### config.mk
export PLATFORM = sky130hd
export DESIGN_NAME = control_unit
export DESIGN_NICKNAME = d
export VERILOG_FILES = /design/src/rtl/control_unit.sv
export SDC_FILE = /design/constraint.sdc
export NUM_CORES = 1
export LEC_CHECK = 0
export ABC_AREA = 1
export BUFFER_PORTS_ARGS = -buffer_cell sky130_fd_sc_hd__buf_2
export CAP_MARGIN = 40
export CORE_ASPECT_RATIO = 0.6
export CORE_MARGIN = 4
export CORE_UTILIZATION = 25
export DETAILED_ROUTE_END_ITERATION = 12
export HOLD_SLACK_MARGIN = 0.08
export PLACE_DENSITY = 0.55
export REMOVE_ABC_BUFFERS = 1
export SLEW_MARGIN = 10
export SYNTH_ARGS = -nofsm -noshare
export SYNTH_HDL_FRONTEND = slang
export SYNTH_SLANG_ARGS = --single-unit
export TNS_END_PERCENT = 50
### constraint.sdc
create_clock -name clk -period 2.99 [get_ports clk]
set_input_delay 0.299 -clock clk [delete_from_list [all_inputs] [get_ports clk]]
set_output_delay 0.299 -clock clk [all_outputs]
set_load 0.03 [all_outputs]
### src/rtl/control_unit.sv
// Multi-cycle FETCH/DECODE/EXEC sequencer for the OrgaSmall core.
// Owns the program counter and the retired-instruction counter, strobes
// instruction-register load, register-file write and flags write once per
// instruction, and stops the core on HLT or an unrecognised opcode.
module control_unit #(
    parameter int ADDR_SIZE   = 8,
    parameter int OPCODE_BITS = 5,
    parameter int COUNT_BITS  = 16
) (
    input  logic                   clk,
    input  logic                   rst_n,
    output logic                   imem_req,
    output logic [ADDR_SIZE-1:0]   imem_addr,
    input  logic                   imem_ack,
    output logic                   ir_load,
    input  logic [OPCODE_BITS-1:0] opcode,
    input  logic [ADDR_SIZE-1:0]   imm,
    input  logic                   flag_c,
    input  logic                   flag_z,
    input  logic                   flag_n,
    output logic                   reg_we,
    output logic                   wb_sel_imm,
    output logic                   flags_we,
    output logic [ADDR_SIZE-1:0]   pc,
    output logic                   halted,
    output logic                   illegal,
    output logic [COUNT_BITS-1:0]  inst_count
);

    localparam logic [OPCODE_BITS-1:0] OP_ADD = OPCODE_BITS'(5'h01);
    localparam logic [OPCODE_BITS-1:0] OP_ADC = OPCODE_BITS'(5'h02);
    localparam logic [OPCODE_BITS-1:0] OP_SUB = OPCODE_BITS'(5'h03);
    localparam logic [OPCODE_BITS-1:0] OP_AND = OPCODE_BITS'(5'h04);
    localparam logic [OPCODE_BITS-1:0] OP_OR  = OPCODE_BITS'(5'h05);
    localparam logic [OPCODE_BITS-1:0] OP_XOR = OPCODE_BITS'(5'h06);
    localparam logic [OPCODE_BITS-1:0] OP_CMP = OPCODE_BITS'(5'h07);
    localparam logic [OPCODE_BITS-1:0] OP_MOV = OPCODE_BITS'(5'h08);
    localparam logic [OPCODE_BITS-1:0] OP_SET = OPCODE_BITS'(5'h10);
    localparam logic [OPCODE_BITS-1:0] OP_JMP = OPCODE_BITS'(5'h14);
    localparam logic [OPCODE_BITS-1:0] OP_JC  = OPCODE_BITS'(5'h15);
    localparam logic [OPCODE_BITS-1:0] OP_JZ  = OPCODE_BITS'(5'h16);
    localparam logic [OPCODE_BITS-1:0] OP_JN  = OPCODE_BITS'(5'h17);
    localparam logic [OPCODE_BITS-1:0] OP_HLT = OPCODE_BITS'(5'h1F);

    localparam logic [COUNT_BITS-1:0] COUNT_MAX = {COUNT_BITS{1'b1}};

    typedef enum logic [2:0] {
        S_IDLE,
        S_FETCH,
        S_DECODE,
        S_EXEC,
        S_HALT,
        S_ILLEGAL
    } state_t;

    state_t                  state_q, state_d;
    logic [ADDR_SIZE-1:0]    pc_q, pc_d;
    logic [COUNT_BITS-1:0]   count_q, count_d;

    logic dec_valid;
    logic dec_reg_we;
    logic dec_flags_we;
    logic dec_wb_imm;
    logic dec_taken;

    // Opcode classification and per-opcode strobe/jump decode (flags sampled live)
    always_comb begin
        dec_valid    = 1'b1;
        dec_reg_we   = 1'b0;
        dec_flags_we = 1'b0;
        dec_wb_imm   = 1'b0;
        dec_taken    = 1'b0;
        case (opcode)
            OP_ADD, OP_ADC, OP_SUB, OP_AND, OP_OR, OP_XOR: begin
                dec_reg_we   = 1'b1;
                dec_flags_we = 1'b1;
            end
            OP_CMP: dec_flags_we = 1'b1;
            OP_MOV: dec_reg_we   = 1'b1;
            OP_SET: begin
                dec_reg_we = 1'b1;
                dec_wb_imm = 1'b1;
            end
            OP_JMP: dec_taken = 1'b1;
            OP_JC:  dec_taken = flag_c;
            OP_JZ:  dec_taken = flag_z;
            OP_JN:  dec_taken = flag_n;
            default: dec_valid = 1'b0;
        endcase
    end

    // State, pc and retired-count registers; reset wins in every state
    always_ff @(posedge clk or negedge rst_n) begin
        if (!rst_n) begin
            state_q <= S_IDLE;
            pc_q    <= '0;
            count_q <= '0;
        end else begin
            state_q <= state_d;
            pc_q    <= pc_d;
            count_q <= count_d;
        end
    end

    // Next-state logic; pc and count only move at the end of EXEC
    always_comb begin
        state_d = state_q;
        pc_d    = pc_q;
        count_d = count_q;
        case (state_q)
            S_IDLE:   state_d = S_FETCH;
            S_FETCH:  if (imem_ack) state_d = S_DECODE;
            S_DECODE: begin
                if (dec_valid)            state_d = S_EXEC;
                else if (opcode == OP_HLT) state_d = S_HALT;
                else                      state_d = S_ILLEGAL;
            end
            S_EXEC: begin
                state_d = S_FETCH;
                pc_d    = dec_taken ? imm : pc_q + ADDR_SIZE'(1);
                if (count_q != COUNT_MAX) count_d = count_q + COUNT_BITS'(1);
            end
            S_HALT:    state_d = S_HALT;
            S_ILLEGAL: state_d = S_ILLEGAL;
            default:   state_d = S_IDLE;
        endcase
    end

    // Outputs from registered state; EXEC strobes gated by the opcode decode
    always_comb begin
        imem_req   = (state_q == S_FETCH);
        ir_load    = (state_q == S_FETCH) && imem_ack;
        reg_we     = (state_q == S_EXEC) && dec_reg_we;
        flags_we   = (state_q == S_EXEC) && dec_flags_we;
        wb_sel_imm = (state_q == S_EXEC) && dec_wb_imm;
        halted     = (state_q == S_HALT) || (state_q == S_ILLEGAL);
        illegal    = (state_q == S_ILLEGAL);
    end

    assign imem_addr  = pc_q;
    assign pc         = pc_q;
    assign inst_count = count_q;

endmodule
# ---- Word level (Yosys, flattened, before mapping)
# Cells that the tools add are included.
dict set report totals {
  regBits 27
  out_inout_bits 39
}
dict set report op_classes {
  n_addsub 2
  n_eq_ne 21
  muxes 10
  n_reduce_logical 11
}
# operator count
set op_table {}
lappend op_table {{equality test 5 bit, second input constant} 6}
lappend op_table {{equality test 5 x 3 -> 1 bit, second input constant} 4}
lappend op_table {{adder 16 x 1 -> 16 bit, second input constant} 1}
lappend op_table {{!= test 16 bit, second input constant} 1}
lappend op_table {{case mux 3 bit (5 select lines)} 1}
lappend op_table {{OR reduction 13 bit} 1}
lappend op_table {{equality test 5 x 2 -> 1 bit, second input constant} 2}
lappend op_table {{adder 8 x 1 -> 8 bit, second input constant} 1}
lappend op_table {{two-way mux 8 bit} 1}
lappend op_table {{OR reduction 8 bit} 1}
lappend op_table {{OR reduction 7 bit} 1}
lappend op_table {{equality test 3 x 2 -> 1 bit, second input constant} 2}
lappend op_table {{equality test 3 bit, second input constant} 2}
lappend op_table {{two-way mux 3 bit} 2}
lappend op_table {{equality test 5 x 1 -> 1 bit, second input constant} 1}
lappend op_table {{equality test 5 x 4 -> 1 bit, second input constant} 1}
lappend op_table {{two-way mux 1 bit} 5}
lappend op_table {{logical AND 1 bit} 4}
lappend op_table {{case mux 1 bit (4 select lines)} 1}
lappend op_table {{equality test 3 x 1 -> 1 bit, second input constant} 1}
lappend op_table {{logical NOT 3 bit} 1}
lappend op_table {{!= test 2 x 1 -> 1 bit, second input constant} 1}
lappend op_table {{AND reduction 2 bit} 1}
lappend op_table {{OR reduction 2 bit} 1}
lappend op_table {{logical OR 1 bit} 1}

# ---- Depth between registers and ports, before layout
# Gate-level depths: netlist of the first run.
dict set report logic_depth {
  ltp_word 5
  mapped_depth 9
}

# ---- Worst setup path after synthesis of the first run
# No wires, ideal clock.
dict set report synth_path {
  path_type {flip-flop to output port}
  start {register state_q[1]}
  end {output port ir_load}
  arrival_time_ns 1.601
  t_required_ns 2.691
  path_slack_ns 1.090
  stages_incl_launch_ff 6
  path_buffers 0
  path_cell_list {dfrtp_1 -> inv_1 -> nand2_1 -> nor2_1 -> inv_1 -> nor2_1}
}
dict set report synth_between {
  elab_chain_cells 2
}
# element line_no
set synth_rtl {}
lappend synth_rtl {{start: declaration} 56} ;# state_t state_q, state_d;
lappend synth_rtl {{start signal: assignment} 99} ;# state_q <= state_d;
lappend synth_rtl {{equality test 3 x 1 -> 1 bit} --}
lappend synth_rtl {{via imem_req} 12} ;# output logic imem_req,
lappend synth_rtl {{logical AND 1 bit} 132} ;# ir_load = (state_q == S_FETCH) && imem_ack;
lappend synth_rtl {{end: declaration} 15} ;# output logic ir_load,
# The timed path passes the listed nets, and every way through them passes these cells.

# ---- Final worst setup path of the first run
dict set report layout_path {
  start {register state_q[2]}
  end {output port wb_sel_imm}
}
dict set report layout_between {
  elab_chain_cells 2
}
# element line_no
set layout_rtl {}
lappend layout_rtl {{equality test 3 x 2 -> 1 bit} 135} ;# wb_sel_imm = (state_q == S_EXEC) && dec_wb_imm;
lappend layout_rtl {{logical AND 1 bit} 135}
lappend layout_rtl {{end: declaration} 22} ;# output logic wb_sel_imm,
# Every way passes these cells.

==> impl_results.html, run 1 <==
<table>
<tr><th>Metric</th><th>Value</th></tr>
<tr><th colspan="2">Clocking</th></tr>
<tr><td>Clock transition time at the flip-flop clock pins of the worst setup and hold paths</td><td>0.07 ns</td></tr>
<tr><td>Clk root buf</td><td>sky130_fd_sc_hd__clkbuf_16</td></tr>
<tr><td>Number of buffers added by the clock tree synthesis step</td><td>3</td></tr>
<tr><td>Gates resized, CTS repair</td><td>0</td></tr>
<tr><td>Number of H-tree branching levels</td><td>1</td></tr>
<tr><td>CTS tree</td><td>built</td></tr>
<tr><td>Bufs on Longest Clock Path</td><td>2</td></tr>
<tr><td>Setup repair bufs after CTS</td><td>0</td></tr>
<tr><td>Insertion delay of the later-clocked pin in the worst-skew pair</td><td>0.26 ns</td></tr>
<tr><td>Num Clock Sinks</td><td>27</td></tr>
<tr><td>Post-CTS Hold Buffers</td><td>0</td></tr>
<tr><th colspan="2">Setup path</th></tr>
<tr><td>R2R setup slack</td><td>1.27 ns</td></tr>
<tr><td>CP max FO</td><td>10</td></tr>
<tr><td>Launching instance or port of the critical path</td><td>state_q[2]$_DFFE_PN0P_</td></tr>
<tr><td>Kind of end point of the critical path</td><td>primary output</td></tr>
<tr><td>FF-to-FF Start</td><td>inst_count[0]$_DFFE_PN0P_</td></tr>
<tr><td>Data arrival time of the worst path</td><td>1.48 ns</td></tr>
<tr><td>Required arrival time at the worst endpoint</td><td>2.69 ns</td></tr>
<tr><td>Crit path kind</td><td>flip-flop to primary output</td></tr>
<tr><td>Critical path startpoint category</td><td>flip-flop</td></tr>
<tr><th colspan="2">GRT</th></tr>
<tr><td>Global-route wire length before repair</td><td>7990 um</td></tr>
<tr><td>Maximum number of pins on one net before global-route repair</td><td>28</td></tr>
<tr><td>Grt total ovfl</td><td>0</td></tr>
<tr><td>Via count of the first global-routing pass</td><td>1577</td></tr>
<tr><td>Total global routing track utilization</td><td>0.111</td></tr>
<tr><td>Initial antenna violation count</td><td>0</td></tr>
<tr><th colspan="2">Synth</th></tr>
<tr><td>Number of synthesized register bits</td><td>27</td></tr>
<tr><td>Count of different cell masters after synthesis</td><td>31</td></tr>
<tr><td>Synthesized cell area</td><td>1840 sq um</td></tr>
<tr><td>Synthesized area divided by synthesized cell count</td><td>7.31 sq um</td></tr>
<tr><td>Number of cells produced by synthesis</td><td>252</td></tr>
<tr><td>Cell type with the highest aggregate area in the netlist</td><td>sky130_fd_sc_hd__dfrtp_1</td></tr>
<tr><td>Synth top area share</td><td>0.367</td></tr>
<tr><td>Yosys warning count</td><td>0</td></tr>
<tr><td>Fraction of the yosys area taken by sequential cells</td><td>0.367</td></tr>
<tr><td>Dominant cells by area after synthesis</td><td>sky130_fd_sc_hd__dfrtp_1 (37%), sky130_fd_sc_hd__nand2_1 (14%), sky130_fd_sc_hd__nor2_1 (5.5%)</td></tr>
<tr><th colspan="2">Timing</th></tr>
<tr><td>RSZ-0062 raised after global routing</td><td>no</td></tr>
<tr><td>Number of hold violations in the final report</td><td>0</td></tr>
<tr><td>Number of setup violations in the final report</td><td>0</td></tr>
<tr><td>Post-layout minimum cycle time</td><td>1.77 ns</td></tr>
<tr><td>Worst hold slack after final layout</td><td>0.0555 ns</td></tr>
<tr><td>Final worst-path cycle share</td><td>0.593</td></tr>
<tr><td>Headroom to the max-slew limit</td><td>0.575</td></tr>
<tr><td>Maximum clock frequency</td><td>564 MHz</td></tr>
<tr><td>Final total negative setup slack</td><td>0 ns</td></tr>
<tr><td>Fin worst setup slack</td><td>1.22 ns</td></tr>
<tr><td>Worst-case clock skew</td><td>0.00242 ns</td></tr>
<tr><td>Transition time at the pin with the least slew margin</td><td>0.638 ns</td></tr>
<tr><td>Count of final max-slew check failures</td><td>0</td></tr>
<tr><th colspan="2">Floorplan</th></tr>
<tr><td>Die boundary height</td><td>74.5 um</td></tr>
<tr><td>Die outline area</td><td>8850 sq um</td></tr>
<tr><td>Number of placement rows</td><td>23</td></tr>
<tr><td>Die span in x</td><td>119 um</td></tr>
<tr><td>Core region area</td><td>6910 sq um</td></tr>
<tr><td>Number of primary I/O pins</td><td>58</td></tr>
<tr><td>Initial core utilization</td><td>0.267</td></tr>
<tr><th colspan="2">Place</th></tr>
<tr><td>DP Cell Count</td><td>384</td></tr>
<tr><td>Placed cell areas</td><td>2140 sq um</td></tr>
<tr><td>Setup WS pre-CTS</td><td>1.28 ns</td></tr>
<tr><td>HPWL after detailed placement</td><td>3750 um</td></tr>
<tr><td>Final RePlAce weighted congestion</td><td>0.864</td></tr>
<tr><td>PortBufs</td><td>57</td></tr>
<tr><th colspan="2">Route</th></tr>
<tr><td>Number of nets still failing antenna checks after routing</td><td>0</td></tr>
<tr><td>Remaining DRCs</td><td>0</td></tr>
<tr><td>Per-cell via count in the routed design</td><td>4.50</td></tr>
<tr><td>Routed via count</td><td>1746</td></tr>
<tr><td>Drt first pass iters</td><td>4</td></tr>
<tr><td>Number of DRC violations after detailed-routing iteration 0</td><td>99</td></tr>
<tr><td>Total Wirelength</td><td>4670 um</td></tr>
<tr><td>Wire length per cell</td><td>12.0 um</td></tr>
<tr><th colspan="2">Cells and area</th></tr>
<tr><td>Most frequent standard cell in the layout excluding fill and tap cells</td><td>sky130_fd_sc_hd__nand2_1</td></tr>
<tr><td>Area added between synthesis and finish</td><td>20.5%</td></tr>
<tr><td>Share of final-layout standard cells stronger than drive strength 1</td><td>0.259</td></tr>
<tr><td>Number of non-filler instances in the completed layout</td><td>388</td></tr>
<tr><td>Highest-count cells in the layout ignoring fill and taps</td><td>sky130_fd_sc_hd__nand2_1 (68), sky130_fd_sc_hd__buf_2 (57), sky130_fd_sc_hd__nor2_1 (27), sky130_fd_sc_hd__dfrtp_1 (27), sky130_fd_sc_hd__inv_1 (25)</td></tr>
<tr><td>Final-stage net count</td><td>323</td></tr>
<tr><td>Diodes inserted</td><td>0</td></tr>
<tr><td>Core occupancy in the finished layout</td><td>0.321</td></tr>
<tr><td>Final instance area</td><td>2220 sq um</td></tr>
<tr><th colspan="2">Job</th></tr>
<tr><td>Max-Cap Viols</td><td>0</td></tr>
<tr><th colspan="2">Min path</th></tr>
<tr><td>Kind of path behind the tightest hold check</td><td>input port to asynchronous set/reset pin</td></tr>
<tr><th colspan="2">Status</th></tr>
<tr><td>Run status</td><td>completed</td></tr>
<tr><th colspan="2">Power and ir drop</th></tr>
<tr><td>Static Leakage</td><td>1.12 nW</td></tr>
<tr><td>Total design power</td><td>1.92 mW</td></tr>
<tr><td>IR Drop Worst-Case VDD</td><td>0.265 mV</td></tr>
<tr><td>Power density over the cells</td><td>866 nW/um^2</td></tr>
</table>
[worst max-delay path, cell delays in order, from the launching register on]
cell                      delay, ns
sky130_fd_sc_hd__dfrtp_1       0.41
sky130_fd_sc_hd__inv_2         0.10
sky130_fd_sc_hd__nand3_2       0.18
sky130_fd_sc_hd__nor3_1        0.29
sky130_fd_sc_hd__buf_2         0.24
[sequential cells by signal, summed over array words and instances, names as in the netlist]
name and cells:
imem_addr 8, inst_count 16, state_q 3
[power by group]
group	leakage, nW	switching (mW)	total [mW]	internal (mW)
clock	0.0382	0.124	0.306	0.183
sequential	0.351	0.139	0.608	0.469
combinational	0.727	0.727	1.01	0.280
total	1.12	0.989	1.92	0.932
[per-layer routing]
metal	wire, um	up-vias	GRT usage
met1	2600	787	0.173
li1	-	911	-
met3	276	2	0.0342
met2	1760	46	0.149
met4	39	0	0.0193
met5	0	-	0
[worst paths after layout]
kind	to	depth (start not counted)
max	wb_sel_imm	4
min reg2reg	inst_count[12]$_DFFE_PN0P_	1
min	imem_addr[3]$_DFFE_PN0P_	1
max in group asynchronous	state_q[2]$_DFFE_PN0P_	1
max reg2reg	inst_count[10]$_DFFE_PN0P_	8
min in group clk	imem_addr[0]$_DFFE_PN0P_	3
[cell usage after synthesis]
| cell | instances |
|---|---|
| sky130_fd_sc_hd__nand2_1 | 68 |
| sky130_fd_sc_hd__dfrtp_1 | 27 |
| sky130_fd_sc_hd__nor2_1 | 27 |
| sky130_fd_sc_hd__inv_1 | 25 |
| sky130_fd_sc_hd__nand3_1 | 14 |
| sky130_fd_sc_hd__o21ai_0 | 12 |
| sky130_fd_sc_hd__a21oi_1 | 9 |
| sky130_fd_sc_hd__buf_4 | 9 |
| sky130_fd_sc_hd__nor3_1 | 9 |
| sky130_fd_sc_hd__xor2_1 | 9 |
| sky130_fd_sc_hd__nand3_2 | 5 |
| sky130_fd_sc_hd__nand4_1 | 5 |
| sky130_fd_sc_hd__o21ai_2 | 5 |
| sky130_fd_sc_hd__xnor2_1 | 4 |
| sky130_fd_sc_hd__o211ai_1 | 3 |
| sky130_fd_sc_hd__a31oi_1 | 2 |
| sky130_fd_sc_hd__buf_6 | 2 |
| sky130_fd_sc_hd__ha_1 | 2 |
| sky130_fd_sc_hd__inv_2 | 2 |
| sky130_fd_sc_hd__nand3b_1 | 2 |
| sky130_fd_sc_hd__a21boi_0 | 1 |
| sky130_fd_sc_hd__and2_1 | 1 |
| sky130_fd_sc_hd__buf_2 | 1 |
| sky130_fd_sc_hd__inv_4 | 1 |
| sky130_fd_sc_hd__nand2_2 | 1 |
| sky130_fd_sc_hd__nand2_4 | 1 |
| sky130_fd_sc_hd__nor2_2 | 1 |
| sky130_fd_sc_hd__nor3_4 | 1 |
| sky130_fd_sc_hd__o22ai_1 | 1 |
| sky130_fd_sc_hd__or2_0 | 1 |
| sky130_fd_sc_hd__or2_2 | 1 |
[cells by family after synthesis]
group / share of synthesized area
and+or+nand+nor: 0.340
DFF: 0.367
xor gates and xnor gates: 0.0618
buffers and inverters: 0.110
adders and majority gates: 0.0136
AOI/OAI and AO/OA: 0.107
[final cells by class]
class	count	area [sq um]
clock buffers	4	78.8
fillers	750	4690
inverters	28	108
multi-input cells	185	963
repair buffers	57	285
flip-flops and latches	27	676
well taps	87	109
Note: power is estimated with default switching activity, not from simulation.
==> run 2, diff against run 1 <==
Clock period 2.99 ns to 1.7 ns, I/O delays scaled along.
==> run 2 against run 1 <==
  * Clock skew hardly changed
  * Power is 86% higher
  * Flip-flop and latch count stayed put
  * Utilization is 1.5 points higher
  * Worst hold slack better by 0.090 ns
  * Largest cell class unchanged
  * Largest power group unchanged
==> impl_results.html, run 2 (same netlist as run 1, synthesis figures left out) <==
<table>
<tr><th>Metric</th><th>Value</th></tr>
<tr><th colspan="2">Cells and area</th></tr>
<tr><td>Share of final-layout standard cells stronger than drive strength 1</td><td>0.291</td></tr>
<tr><td>Core occupancy in the finished layout</td><td>0.336</td></tr>
<tr><td>Number of filler cells placed in the layout</td><td>755</td></tr>
<tr><td>Highest-count cells in the layout ignoring fill and taps</td><td>sky130_fd_sc_hd__nand2_1 (68), sky130_fd_sc_hd__buf_2 (55), sky130_fd_sc_hd__dfrtp_1 (27), sky130_fd_sc_hd__nor2_1 (26), sky130_fd_sc_hd__inv_1 (25)</td></tr>
<tr><td>Area added between synthesis and finish</td><td>26.0%</td></tr>
<tr><td>Number of non-filler instances in the completed layout</td><td>400</td></tr>
<tr><td>Most frequent standard cell in the layout excluding fill and tap cells</td><td>sky130_fd_sc_hd__nand2_1</td></tr>
<tr><td>Diodes inserted</td><td>0</td></tr>
<tr><td>Final-stage net count</td><td>335</td></tr>
<tr><td>Max FFs per register</td><td>16</td></tr>
<tr><th colspan="2">Setup path</th></tr>
<tr><td>CP max FO</td><td>8</td></tr>
<tr><td>Crit path kind</td><td>flip-flop to primary output</td></tr>
<tr><td>Required arrival time at the worst endpoint</td><td>1.53 ns</td></tr>
<tr><td>Critical path startpoint category</td><td>flip-flop</td></tr>
<tr><td>Kind of end point of the critical path</td><td>primary output</td></tr>
<tr><td>Data arrival time of the worst path</td><td>1.44 ns</td></tr>
<tr><th colspan="2">Timing</th></tr>
<tr><td>Worst hold slack after final layout</td><td>0.145 ns</td></tr>
<tr><td>Transition time at the pin with the least slew margin</td><td>0.661 ns</td></tr>
<tr><td>Fin worst setup slack</td><td>0.0926 ns</td></tr>
<tr><td>Number of hold violations in the final report</td><td>0</td></tr>
<tr><td>RSZ-0062 raised after global routing</td><td>yes</td></tr>
<tr><td>Final worst-path cycle share</td><td>0.946</td></tr>
<tr><td>Count of final max-slew check failures</td><td>0</td></tr>
<tr><td>Worst-case clock skew</td><td>0.00228 ns</td></tr>
<tr><td>Maximum clock frequency</td><td>622 MHz</td></tr>
<tr><td>Number of setup violations in the final report</td><td>0</td></tr>
<tr><td>Headroom to the max-slew limit</td><td>0.559</td></tr>
<tr><td>Post-layout minimum cycle time</td><td>1.61 ns</td></tr>
<tr><th colspan="2">Place</th></tr>
<tr><td>PortBufs</td><td>57</td></tr>
<tr><td>DP Cell Count</td><td>392</td></tr>
<tr><td>Final RePlAce weighted congestion</td><td>0.844</td></tr>
<tr><td>HPWL after detailed placement</td><td>3920 um</td></tr>
<tr><td>Setup WS pre-CTS</td><td>0.131 ns</td></tr>
<tr><th colspan="2">Route</th></tr>
<tr><td>Number of nets still failing antenna checks after routing</td><td>0</td></tr>
<tr><td>Drt first pass iters</td><td>4</td></tr>
<tr><td>Routed via count</td><td>1793</td></tr>
<tr><td>Remaining DRCs</td><td>0</td></tr>
<tr><td>Wire length per cell</td><td>12.6 um</td></tr>
<tr><td>Number of DRC violations after detailed-routing iteration 0</td><td>72</td></tr>
<tr><td>Total Wirelength</td><td>5030 um</td></tr>
<tr><td>Per-cell via count in the routed design</td><td>4.48</td></tr>
<tr><th colspan="2">Power and ir drop</th></tr>
<tr><td>IR Drop Worst-Case VDD</td><td>0.654 mV</td></tr>
<tr><td>Power density over the cells</td><td>1540 nW/um^2</td></tr>
<tr><td>Static Leakage</td><td>1.18 nW</td></tr>
<tr><th colspan="2">Floorplan</th></tr>
<tr><td>Die outline area</td><td>8850 sq um</td></tr>
<tr><td>Number of placement rows</td><td>23</td></tr>
<tr><td>Die span in x</td><td>119 um</td></tr>
<tr><td>Die boundary height</td><td>74.5 um</td></tr>
<tr><td>Number of primary I/O pins</td><td>58</td></tr>
<tr><td>Initial core utilization</td><td>0.267</td></tr>
<tr><td>Core region area</td><td>6910 sq um</td></tr>
<tr><th colspan="2">GRT</th></tr>
<tr><td>Via count of the first global-routing pass</td><td>1591</td></tr>
<tr><td>Initial antenna violation count</td><td>0</td></tr>
<tr><td>GR met3 Demand/Resource</td><td>0.0251</td></tr>
<tr><td>Grt total ovfl</td><td>0</td></tr>
<tr><td>Global Route met2 Usage</td><td>0.152</td></tr>
<tr><td>Global-route wire length before repair</td><td>8170 um</td></tr>
<tr><td>Maximum number of pins on one net before global-route repair</td><td>28</td></tr>
<tr><td>Total global routing track utilization</td><td>0.116</td></tr>
<tr><td>Met1 usage in global routing</td><td>0.188</td></tr>
<tr><td>Busiest layer in global routing</td><td>met1</td></tr>
<tr><th colspan="2">Clocking</th></tr>
<tr><td>CTS tree</td><td>built</td></tr>
<tr><td>Clk root buf</td><td>sky130_fd_sc_hd__clkbuf_16</td></tr>
<tr><td>Number of buffers added by the clock tree synthesis step</td><td>3</td></tr>
<tr><td>Num Clock Sinks</td><td>27</td></tr>
<tr><td>Bufs on Longest Clock Path</td><td>2</td></tr>
<tr><td>Number of H-tree branching levels</td><td>1</td></tr>
<tr><td>Clock transition time at the flip-flop clock pins of the worst setup and hold paths</td><td>0.07 ns</td></tr>
<tr><td>Insertion delay of the later-clocked pin in the worst-skew pair</td><td>0.26 ns</td></tr>
<tr><th colspan="2">Min path</th></tr>
<tr><td>Kind of path behind the tightest hold check</td><td>input port to flip-flop</td></tr>
<tr><th colspan="2">Job</th></tr>
<tr><td>Max-Cap Viols</td><td>0</td></tr>
<tr><th colspan="2">Status</th></tr>
<tr><td>Run status</td><td>completed</td></tr>
</table>
## run 2: cell types whose count changed in the layout (fill, tap and decap cells not counted)
cell	delta
sky130_fd_sc_hd__buf_4	+13
sky130_fd_sc_hd__buf_2	-2
sky130_fd_sc_hd__clkbuf_1	-1
sky130_fd_sc_hd__clkinv_2	+1
sky130_fd_sc_hd__dlygate4sd3_1	+1
sky130_fd_sc_hd__nor2_1	-1
sky130_fd_sc_hd__nor2_2	+1
## run 2: final cells by class
class / instances / area (sq um) / share of cell area
clock buffer: 3 / 75.1 / 0.0323
clock inverter: 1 / 5.00 / 0.00216
inverter: 28 / 108 / 0.0464
multi-input combinational: 185 / 966 / 0.416
sequential: 27 / 676 / 0.291
tap: 87 / 109 / 0.0469
timing repair buffer: 69 / 383 / 0.165
## run 2: worst max-delay path: stages (launching register included)
cell,delay (ns)
sky130_fd_sc_hd__dfrtp_1,0.42
sky130_fd_sc_hd__inv_2,0.11
sky130_fd_sc_hd__nand3_2,0.11
sky130_fd_sc_hd__buf_4,0.19
sky130_fd_sc_hd__a31oi_1,0.13
sky130_fd_sc_hd__buf_2,0.21
## run 2: worst paths after layout
path                                            start                    endpoint  slack [ns]  depth (start not counted)
min in group asynchronous                       rst_n    imem_addr[4]$_DFFE_PN0P_        0.48                          2
max in group asynchronous                       rst_n  inst_count[13]$_DFFE_PN0P_        0.79                          2
hold reg to reg            inst_count[12]$_DFFE_PN0P_  inst_count[12]$_DFFE_PN0P_        0.52                          1
setup reg to reg            inst_count[1]$_DFFE_PN0P_   inst_count[7]$_DFFE_PN0P_        0.19                          8
setup / recovery               state_q[2]$_DFFE_PN0P_                      reg_we        0.09                          5
hold / removal                                 imm[2]    imem_addr[2]$_DFFE_PN0P_        0.15                          3
## run 2: where the power goes
group	switching, mW	total [mW]	internal [mW]
logic	1.35	1.97	0.621
registers	0.223	1.05	0.825
clock network	0.239	0.557	0.318
## run 2: what timing repair did
| action | CTS | global route |
|---|---|---|
| setup buffers | 0 | 3 |
| endpoints found under the hold margin | 27 | 0 |
| resized for setup | 0 | 5 |
| endpoints found under the setup margin | 0 | 13 |
| hold buffers | 1 | 0 |
## run 2: routing by layer
metal  up-vias  routed length [um]
met1       814                2860
li1        927                   -
met4         0                  48
met5         -                   0
met2        48                1900
met3         4                 216
## run 2: through the flow
stage	area, sq um	setup TNS (ns)	total power [mW]
floorplan	1750	-0.365	2.34
global placement	2200	0	2.96
CTS	2290	0	3.55
finish	2320	0	3.57
global route	2320	-0.0621	3.83
detailed placement	2200	0	2.97
==> run 3, diff against run 2 <==
Settings changed: CORE_UTILIZATION 25 to 45, PLACE_DENSITY 0.55 to 0.82.
==> run 3 against run 2 <==
  * Sequential power barely moved
  * Largest power group unchanged
  * Highest routed layer unchanged
  * Register-to-register slack got worse by 0.05 ns
  * Cell count is 11% lower
==> impl_results.html, run 3 (same netlist as run 1, synthesis figures left out) <==
<table>
<tr><th>Metric</th><th>Value</th></tr>
<tr><th colspan="2">Status</th></tr>
<tr><td>Run status</td><td>completed</td></tr>
<tr><th colspan="2">GRT</th></tr>
<tr><td>Via count of the first global-routing pass</td><td>1652</td></tr>
<tr><td>Grt total ovfl</td><td>0</td></tr>
<tr><td>Initial antenna violation count</td><td>0</td></tr>
<tr><td>Global-route wire length before repair</td><td>7670 um</td></tr>
<tr><td>Total global routing track utilization</td><td>0.177</td></tr>
<tr><td>Maximum number of pins on one net before global-route repair</td><td>28</td></tr>
<tr><th colspan="2">Job</th></tr>
<tr><td>Max-Cap Viols</td><td>0</td></tr>
<tr><th colspan="2">Power and ir drop</th></tr>
<tr><td>Cell-internal power</td><td>1.59 mW</td></tr>
<tr><td>Relative contribution of sequential cells to total power</td><td>0.311</td></tr>
<tr><td>Share of total power in the clock network</td><td>0.115</td></tr>
<tr><td>Power density over the cells</td><td>1520 nW/um^2</td></tr>
<tr><td>Combinational power share</td><td>0.575</td></tr>
<tr><td>Fraction of power spent switching nets</td><td>0.527</td></tr>
<tr><td>IR Drop Worst-Case VDD</td><td>1.03 mV</td></tr>
<tr><td>Static Leakage</td><td>1.14 nW</td></tr>
<tr><td>Switching power of the nets</td><td>1.77 mW</td></tr>
<tr><th colspan="2">Clocking</th></tr>
<tr><td>CTS tree</td><td>built</td></tr>
<tr><td>Number of H-tree branching levels</td><td>1</td></tr>
<tr><td>Num Clock Sinks</td><td>27</td></tr>
<tr><td>Insertion delay of the later-clocked pin in the worst-skew pair</td><td>0.28 ns</td></tr>
<tr><td>Clk root buf</td><td>sky130_fd_sc_hd__clkbuf_8</td></tr>
<tr><td>Number of buffers added by the clock tree synthesis step</td><td>3</td></tr>
<tr><td>Clock transition time at the flip-flop clock pins of the worst setup and hold paths</td><td>0.10 ns</td></tr>
<tr><td>Bufs on Longest Clock Path</td><td>2</td></tr>
<tr><th colspan="2">Floorplan</th></tr>
<tr><td>Die outline area</td><td>5210 sq um</td></tr>
<tr><td>Die span in x</td><td>90.6 um</td></tr>
<tr><td>Die boundary height</td><td>57.6 um</td></tr>
<tr><td>Initial core utilization</td><td>0.484</td></tr>
<tr><td>Core region area</td><td>3810 sq um</td></tr>
<tr><td>Number of primary I/O pins</td><td>58</td></tr>
<tr><td>Number of placement rows</td><td>17</td></tr>
<tr><th colspan="2">Setup path</th></tr>
<tr><td>CP max FO</td><td>4</td></tr>
<tr><td>CP Cell Sequence</td><td>inv_1 &gt; nand2_1 &gt; nor2_2 &gt; inv_1 &gt; nor2_1 &gt; clkbuf_4</td></tr>
<tr><td>CP peak stage delay</td><td>0.43 ns</td></tr>
<tr><td>Crit-path slowest cell</td><td>sky130_fd_sc_hd__dfrtp_1</td></tr>
<tr><td>Required arrival time at the worst endpoint</td><td>1.53 ns</td></tr>
<tr><td>Crit path kind</td><td>flip-flop to primary output</td></tr>
<tr><td>Data arrival time of the worst path</td><td>1.42 ns</td></tr>
<tr><td>Most frequent cell on the critical path</td><td>sky130_fd_sc_hd__inv_1</td></tr>
<tr><td>Kind of end point of the critical path</td><td>primary output</td></tr>
<tr><td>Critical path startpoint category</td><td>flip-flop</td></tr>
<tr><th colspan="2">Place</th></tr>
<tr><td>HPWL after detailed placement</td><td>3500 um</td></tr>
<tr><td>DP Cell Count</td><td>349</td></tr>
<tr><td>Final RePlAce weighted congestion</td><td>0.894</td></tr>
<tr><td>PortBufs</td><td>57</td></tr>
<tr><td>Setup WS pre-CTS</td><td>0.0748 ns</td></tr>
<tr><th colspan="2">Route</th></tr>
<tr><td>Number of DRC violations after detailed-routing iteration 0</td><td>106</td></tr>
<tr><td>Remaining DRCs</td><td>0</td></tr>
<tr><td>Per-cell via count in the routed design</td><td>5.13</td></tr>
<tr><td>Routed via count</td><td>1825</td></tr>
<tr><td>Drt first pass iters</td><td>4</td></tr>
<tr><td>Wire length per cell</td><td>12.7 um</td></tr>
<tr><td>Number of nets still failing antenna checks after routing</td><td>0</td></tr>
<tr><td>Total Wirelength</td><td>4520 um</td></tr>
<tr><th colspan="2">Timing</th></tr>
<tr><td>Post-layout minimum cycle time</td><td>1.59 ns</td></tr>
<tr><td>Count of final max-slew check failures</td><td>0</td></tr>
<tr><td>Transition time at the pin with the least slew margin</td><td>0.610 ns</td></tr>
<tr><td>Maximum clock frequency</td><td>630 MHz</td></tr>
<tr><td>Number of hold violations in the final report</td><td>0</td></tr>
<tr><td>Worst hold slack after final layout</td><td>0.117 ns</td></tr>
<tr><td>Worst-case clock skew</td><td>0.0111 ns</td></tr>
<tr><td>Headroom to the max-slew limit</td><td>0.593</td></tr>
<tr><td>Final worst-path cycle share</td><td>0.934</td></tr>
<tr><td>Fin worst setup slack</td><td>0.112 ns</td></tr>
<tr><td>RSZ-0062 raised after global routing</td><td>no</td></tr>
<tr><td>Number of setup violations in the final report</td><td>0</td></tr>
<tr><th colspan="2">Cells and area</th></tr>
<tr><td>Share of final-layout standard cells stronger than drive strength 1</td><td>0.288</td></tr>
<tr><td>Core occupancy in the finished layout</td><td>0.582</td></tr>
<tr><td>Final-stage net count</td><td>331</td></tr>
<tr><td>Diodes inserted</td><td>0</td></tr>
<tr><td>Highest-count cells in the layout ignoring fill and taps</td><td>sky130_fd_sc_hd__nand2_1 (68), sky130_fd_sc_hd__buf_2 (56), sky130_fd_sc_hd__dfrtp_1 (27), sky130_fd_sc_hd__nor2_1 (26), sky130_fd_sc_hd__inv_1 (25)</td></tr>
<tr><td>Area added between synthesis and finish</td><td>20.2%</td></tr>
<tr><td>Number of non-filler instances in the completed layout</td><td>356</td></tr>
<tr><td>Max FFs per register</td><td>16</td></tr>
<tr><td>Most frequent standard cell in the layout excluding fill and tap cells</td><td>sky130_fd_sc_hd__nand2_1</td></tr>
<tr><th colspan="2">Min path</th></tr>
<tr><td>Kind of path behind the tightest hold check</td><td>input port to flip-flop</td></tr>
</table>
## run 3: critical path: cells and delay by family, from the launching register on
family | cells | cell delay, ns
buffers and inverters | 3 | 0.39
and+or+nand+nor | 3 | 0.34
DFF | 1 | 0.43
## run 3: power by group through the flow
stage          Sequential (mW)  Combinational [mW]  Clock [mW]
2_1_floorplan             1.51               0.827           0
3_3_place_gp              1.04                1.85           0
3_5_place_dp              1.05                1.88           0
4_1_cts                   1.04                1.89       0.392
5_1_grt                   1.08                2.10       0.411
6_report                  1.04                1.93       0.385
## run 3: final timing paths
path                                           startpoint                    endpoint  slack [ns]  depth (start not counted)
worst max register to register  inst_count[1]$_DFFE_PN0P_  inst_count[13]$_DFFE_PN0P_        0.14                          8
max in group asynchronous                           rst_n      state_q[0]$_DFFE_PN0P_        0.87                          2
min in group asynchronous                           rst_n    imem_addr[4]$_DFFE_PN0P_        0.42                          2
worst min register to register  inst_count[9]$_DFFE_PN0P_   inst_count[9]$_DFFE_PN0P_        0.55                          2
worst min-delay path                               imm[0]    imem_addr[0]$_DFFE_PN0P_        0.12                          3
worst max-delay path               state_q[1]$_DFFE_PN0P_                     ir_load        0.11                          6
## run 3: layout make-up
class,count,area [sq um]
Fill cell,361,1590
Multi-Input combinational cell,185,973
Clock buffer,3,41.3
Tap cell,47,58.8
Inverter,28,108
Sequential cell,27,676
Timing Repair Buffer,65,350
Clock inverter,1,7.51
## run 3: routing by layer
layer  up-vias  track usage  routed length, um
met5         -            0                  0
met4         0       0.0327                 45
met3         4       0.0329                237
met2        62        0.259               1910
met1       837        0.271               2320
li1        922            -                  -
## run 3: repair_timing
action                     in CTS  in global routing
hold buffers                    1                  0
resized for setup               0                  4
buffers inserted                0                  2
hold endpoints to repair       27                  0
setup endpoints to repair       0                 14
## run 3: through the flow
stage          instance area [sq um]  setup TNS [ns]  total power [mW]
4_1_cts                         2190               0              3.32
3_3_place_gp                    2130               0              2.90
3_5_place_dp                    2130               0              2.93
6_report                        2210               0              3.36
5_1_grt                         2210               0              3.59
2_1_floorplan                   1750          -0.365              2.34
